## src/rtl/muldiv_unit.sv

```systemverilog
// muldiv_unit: multi-cycle MULT/MULTU/DIV/DIVU unit with dedicated HI/LO registers.
// Signed operations work on magnitudes (shift-add multiply, restoring divide)
// and apply the sign correction in the final FIX cycle.
// Handshake: start is taken only while busy is low; busy stays high until the
// result is written, and done pulses for one cycle right after HI/LO update.
module muldiv_unit #(
    parameter int WIDTH = 32,
    parameter int CNT_W = $clog2(WIDTH + 1)
) (
    input  logic             clk,
    input  logic             rst_n,
    input  logic             start,
    input  logic [1:0]       op,
    input  logic [WIDTH-1:0] a,
    input  logic [WIDTH-1:0] b,
    input  logic             flush,
    input  logic             hi_we,
    input  logic             lo_we,
    input  logic [WIDTH-1:0] wdata,
    output logic             busy,
    output logic             done,
    output logic [WIDTH-1:0] hi,
    output logic [WIDTH-1:0] lo,
    output logic [1:0]       dbg_state
);

    typedef enum logic [1:0] {IDLE, PREP, RUN, FIX} state_t;

    state_t             state, state_nx;
    logic [CNT_W-1:0]   cnt;
    logic [1:0]         op_q;
    logic [WIDTH-1:0]   a_q, b_q;
    logic               sign_a, sign_b, b_zero;
    logic [2*WIDTH-1:0] acc;

    // One iteration of the datapath, plus the sign-corrected results.
    logic [WIDTH-1:0]   mul_addend;
    logic [WIDTH:0]     mul_sum;
    logic [WIDTH:0]     div_shift;
    logic [WIDTH:0]     div_diff;
    logic               div_ge;
    logic [2*WIDTH-1:0] step_acc;
    logic [WIDTH-1:0]   res_hi, res_lo;
    logic [2*WIDTH-1:0] prod_fix;

    assign busy      = (state != IDLE);
    assign dbg_state = state;

    // State register.
    always_ff @(posedge clk) begin
        if (!rst_n) state <= IDLE;
        else        state <= state_nx;
    end

    // Next-state logic; flush aborts any in-flight operation.
    always_comb begin
        state_nx = state;
        case (state)
            IDLE: if (start && !flush) state_nx = PREP;
            PREP: state_nx = flush ? IDLE : RUN;
            RUN: begin
                if (flush)                   state_nx = IDLE;
                else if (cnt == CNT_W'(1))   state_nx = FIX;
            end
            FIX:     state_nx = IDLE;
            default: state_nx = IDLE;
        endcase
    end

    // Single radix-2 step: shift-add for multiply, restoring step for divide.
    always_comb begin
        mul_addend = b_q[0] ? a_q : '0;
        mul_sum    = {1'b0, acc[2*WIDTH-1:WIDTH]} + {1'b0, mul_addend};
        div_shift  = {acc[2*WIDTH-1:WIDTH], a_q[WIDTH-1]};
        div_ge     = (div_shift >= {1'b0, b_q});
        div_diff   = div_shift - {1'b0, b_q};
        if (op_q[1])
            step_acc = {(div_ge ? div_diff[WIDTH-1:0] : div_shift[WIDTH-1:0]),
                        acc[WIDTH-2:0], div_ge};
        else
            step_acc = {mul_sum, acc[WIDTH-1:1]};
    end

    // Sign correction; divide-by-zero forces an all-ones quotient and the
    // remainder path naturally yields the original dividend.
    always_comb begin
        prod_fix = (op_q[0] && (sign_a ^ sign_b)) ? -acc : acc;
        if (op_q[1]) begin
            res_lo = b_zero ? '1
                   : ((sign_a ^ sign_b) ? -acc[WIDTH-1:0] : acc[WIDTH-1:0]);
            res_hi = sign_a ? -acc[2*WIDTH-1:WIDTH] : acc[2*WIDTH-1:WIDTH];
        end else begin
            res_hi = prod_fix[2*WIDTH-1:WIDTH];
            res_lo = prod_fix[WIDTH-1:0];
        end
    end

    // Datapath: operand capture, iteration, HI/LO writes and the done pulse.
    always_ff @(posedge clk) begin
        if (!rst_n) begin
            cnt    <= '0;
            op_q   <= '0;
            a_q    <= '0;
            b_q    <= '0;
            sign_a <= 1'b0;
            sign_b <= 1'b0;
            b_zero <= 1'b0;
            acc    <= '0;
            hi     <= '0;
            lo     <= '0;
            done   <= 1'b0;
        end else begin
            done <= 1'b0;
            case (state)
                IDLE: begin
                    if (hi_we) hi <= wdata;
                    if (lo_we) lo <= wdata;
                    if (start && !flush) begin
                        op_q   <= op;
                        sign_a <= op[0] & a[WIDTH-1];
                        sign_b <= op[0] & b[WIDTH-1];
                        a_q    <= (op[0] && a[WIDTH-1]) ? -a : a;
                        b_q    <= (op[0] && b[WIDTH-1]) ? -b : b;
                        b_zero <= (b == '0);
                    end
                end
                PREP: begin
                    acc <= '0;
                    cnt <= CNT_W'(WIDTH);
                end
                RUN: begin
                    acc <= step_acc;
                    cnt <= cnt - CNT_W'(1);
                    if (op_q[1]) a_q <= {a_q[WIDTH-2:0], 1'b0};
                    else         b_q <= {1'b0, b_q[WIDTH-1:1]};
                end
                FIX: begin
                    if (!flush) begin
                        hi   <= res_hi;
                        lo   <= res_lo;
                        done <= 1'b1;
                    end
                end
                default: ;
            endcase
        end
    end

endmodule
```

## config.mk

```make
export PLATFORM = sky130hd
export DESIGN_NAME = muldiv_unit
export DESIGN_NICKNAME = d
export VERILOG_FILES = /design/src/rtl/muldiv_unit.sv
export SDC_FILE = /design/constraint.sdc
export NUM_CORES = 1
export LEC_CHECK = 0
export BUFFER_PORTS_ARGS = -buffer_cell sky130_fd_sc_hd__buf_2
export CAP_MARGIN = 20
export CORE_MARGIN = 2
export CORE_UTILIZATION = 63
export DETAILED_ROUTE_END_ITERATION = 16
export PLACE_DENSITY = 0.91
export SYNTH_ARGS = -nofsm -noshare
export SYNTH_HDL_FRONTEND = slang
export SYNTH_SLANG_ARGS = --single-unit
```

## constraint.sdc

```tcl
create_clock -name clk -period 7.45 [get_ports clk]
set_input_delay 1.1175 -clock clk [delete_from_list [all_inputs] [get_ports clk]]
set_output_delay 1.1175 -clock clk [all_outputs]
set_load 0.005 [all_outputs]
```

==> results_dict.tcl <==
set metrics [dict create \
    drtIter0Drc 2129 \
    async_reset_ff_share_pct 0 \
    seqCellArea_um2 4130 \
    ys_types 81 \
    n_antenna_cell 0 \
    routed_wl_um 56900 \
    die_x_um 166 \
    place.port_buffers 171 \
    first_global_vias 16100 \
    cts_max_level 1 \
    cts_buffers 24 \
    clock.fmax_mhz 245 \
    routabilityCongestion 1.04 \
    setup_tns_ps 0 \
    fin_skew_ps 10.6 \
    cts_sinks 206 \
    cp.required_ps 7860 \
    finalCritPeriodShare_pct 54.9 \
    post_cts_resized 0 \
    wl_per_cell_um 21.5 \
    cap_violations 0 \
    syn_area_per_cell_um2 7.41 \
    setup_violations 0 \
    grt_usage_pct 39.6 \
    drive_above_1_share_pct 11.7 \
    instances_no_fill 2642 \
    clkSlewWorstSetupHoldPaths_ps 60 \
    dp_hpwl_um 42600 \
    die-area_um2 27500 \
    finalHoldViolations 0 \
    yosys_warnings 0 \
    hold_class "flip-flop to flip-flop" \
    totalPowerFinal_mw 3.62 \
    ant_nets 0 \
    crit_slowest_cell "dfxtp_1" \
    status "complete, no violations" \
    synth_nets 2405 \
    cts_setup_buffers 0 \
    grt_max_degree 94 \
    cp-start-kind "flip-flop" \
    overflow 0 \
    yosys_register_bits 206 \
    leakage_nw 7.60 \
    cts_tree "done" \
    critPathKind "flip-flop to flip-flop" \
    fill_cells 2144 \
    yosysSeqAreaShare_pct 25.0 \
    drv_slew 0 \
    drtPass1Iterations 6 \
    clock_latency_ps 540 \
    cp_slowest_stage_delay_ps 970 \
    antenna_found_initial 0 \
    cts.path.max_buffers 3 \
    vias 17700 \
    root_buffer "clkbuf_16" \
    syn_inst 2224 \
    numPlacedInstances 2596 \
    relSlewSlack_pct 26.7 \
    fp.coreArea_um2 25800 \
    start_util_pct 63.8 \
    cp_max_fo 34 \
    layout-area-overhead-vs-synth_pct 10.5 \
    peakVddDrop_mv 0.189 \
    multi_input_area_um2 11400 \
    power_density_nw_per_um2 199 \
    path_cells "ha_1, nor2b_1, o31a_1, o311ai_0, a311oi_1, a221o_1, or2_1, buf_4, nand2_1, o221ai_1" \
    worstPathArrival_ps 4500 \
    end_kind "flip-flop" \
    rsz0062_at_grt "false" \
    vias_per_cell 6.69 \
    io_pins 172 \
    period_needed_ps 4090 \
    fin_nets 2470 \
    drc 0 \
    hold_buffers 0 \
    rows 59 \
    synth_edf_count 0 \
    max_slew.worst_pin.slew_ps 1090 \
    synthFlopType "dfxtp_1" \
    die_h_um 166 \
    grt_pass1_wl_um 88900 \
    netlist_area_um2 16500 \
]
-- placed cells by master, fill, tap and decap left out, drive strengths merged, types with 18 or more instances in the layout --
cell    Yosys  routed
a21boi     73      73
a21o       35      35
a21oi     173     173
a22oi      20      20
a31oi      35      35
and2       84      84
buf        23     189
clkbuf    127      32
dfxtp     206     206
ha         75      75
inv       103     104
mux2i      63      63
nand2     277     277
nand3      48      48
nor2      109     109
nor2b      24      24
nor3       63      63
nor4       18      18
o211ai     28      28
o21ai     172     172
o221ai     33      33
o22ai      38      38
o31ai      20      20
or3        20      20
xnor2      89      89
xor2       70      70
-- worst max-delay path, delay by kind of cell (launching register included) --
family / cells / cell delay, ps
flops: 1 / 970
fa+ha+maj: 1 / 320
simple gates: 3 / 700
buf+inv: 1 / 300
compound gates: 5 / 1650
-- layer usage --
metal,up-vias,share of wire [%],global-route usage (%)
met5,-,0,0
met1,8199,39,52.4
met4,0,5.4,19.2
met3,191,11,6.76
li1,8164,-,-
met2,1114,44,62.6
-- final cells by class --
| type | instances | share of cell area, % |
|---|---|---|
| Clock buffer | 32 | 3.91 |
| Clock inverter | 12 | 0.839 |
| Inverter | 105 | 2.17 |
| Multi-Input combinational cell | 1763 | 62.6 |
| Sequential cell | 206 | 22.7 |
| Tap cell | 335 | 2.30 |
| Timing Repair Buffer | 189 | 5.55 |
-- power breakdown --
part / internal, mW / total, mW / switching, mW
Clock: 0.777 / 1.29 / 0.510
Combinational: 0.377 / 1.03 / 0.655
Sequential: 1.21 / 1.31 / 0.0943
-- cells by family after synthesis --
group | count (synthesis) | share of synthesized area (%)
AO/OA/AOI/OAI | 731 | 28.8
AND/OR/NAND/NOR | 731 | 21.8
buffers and inverters | 255 | 6.01
flip-flops | 206 | 25.0
XOR/XNOR | 159 | 8.45
adder cells (fa/ha/maj) | 77 | 5.94
multiplexers | 65 | 3.96
-- cell usage after synthesis, types with 5 or more instances --
cell / n / share of area, %
nand2_1: 277 / 6.3
dfxtp_1: 206 / 25
a21oi_1: 173 / 5.3
o21ai_0: 164 / 5.0
clkbuf_1: 126 / 2.9
nor2_1: 109 / 2.5
inv_1: 103 / 2.3
xnor2_1: 89 / 4.7
and2_1: 82 / 3.1
ha_1: 75 / 5.7
a21boi_0: 72 / 3.3
xor2_1: 70 / 3.7
mux2i_1: 63 / 3.8
nor3_1: 61 / 1.9
nand3_1: 47 / 1.4
o22ai_1: 38 / 1.4
a21o_1: 35 / 1.6
a31oi_1: 35 / 1.3
o221ai_1: 33 / 1.8
o211ai_1: 28 / 1.3
nor2b_1: 24 / 0.91
a22oi_1: 20 / 0.91
or3_1: 20 / 0.76
o31ai_1: 19 / 0.87
nand4_1: 17 / 0.65
and3_1: 15 / 0.57
buf_1: 15 / 0.34
nor4_1: 15 / 0.57
a211oi_1: 13 / 0.59
or4_1: 13 / 0.59
o21a_1: 12 / 0.55
nand2b_1: 11 / 0.42
o41ai_1: 10 / 0.53
or2_2: 9 / 0.34
o21ai_1: 8 / 0.24
o2111ai_1: 7 / 0.37
o211a_1: 7 / 0.43
o21bai_1: 7 / 0.32
a211o_1: 5 / 0.27
a31o_2: 5 / 0.27
buf_2: 5 / 0.15
o41ai_2: 5 / 0.49
-- sequential cells by signal (all words and copies together) (netlist names) --
signal     count
lo            32
dbg_state      2
done           1
hi            32
op_q           2
sign_a         1
a_q           32
b_q           32
acc           64
cnt            6
b_zero         1
sign_b         1
-- metrics by stage --
stage                     utilization (%)  worst slack [ps]  hold WS (ps)  cell area, um2
after floorplan                         -              4090           443           16500
after global routing                 70.4              2980           487           18200
final                                70.4              3360           458           18200
after detailed placement             67.0              3480           452           17300
after CTS                            70.3              3420           461           18200
after global placement               67.0              3610           442           17300
-- final timing paths --
path | slack [ps] | start | to | depth (start not counted)
max | 3360 | b_q[0]$_SDFFE_PN0P_ | acc[46]$_SDFFE_PN0P_ | 10
min | 460 | hi[0]$_SDFFE_PN0P_ | hi[0]$_SDFFE_PN0P_ | 2
max reg2reg | 3360 | b_q[0]$_SDFFE_PN0P_ | acc[46]$_SDFFE_PN0P_ | 10
min reg2reg | 460 | hi[0]$_SDFFE_PN0P_ | hi[0]$_SDFFE_PN0P_ | 2
No activity file was read; power rests on OpenSTA's default activity.
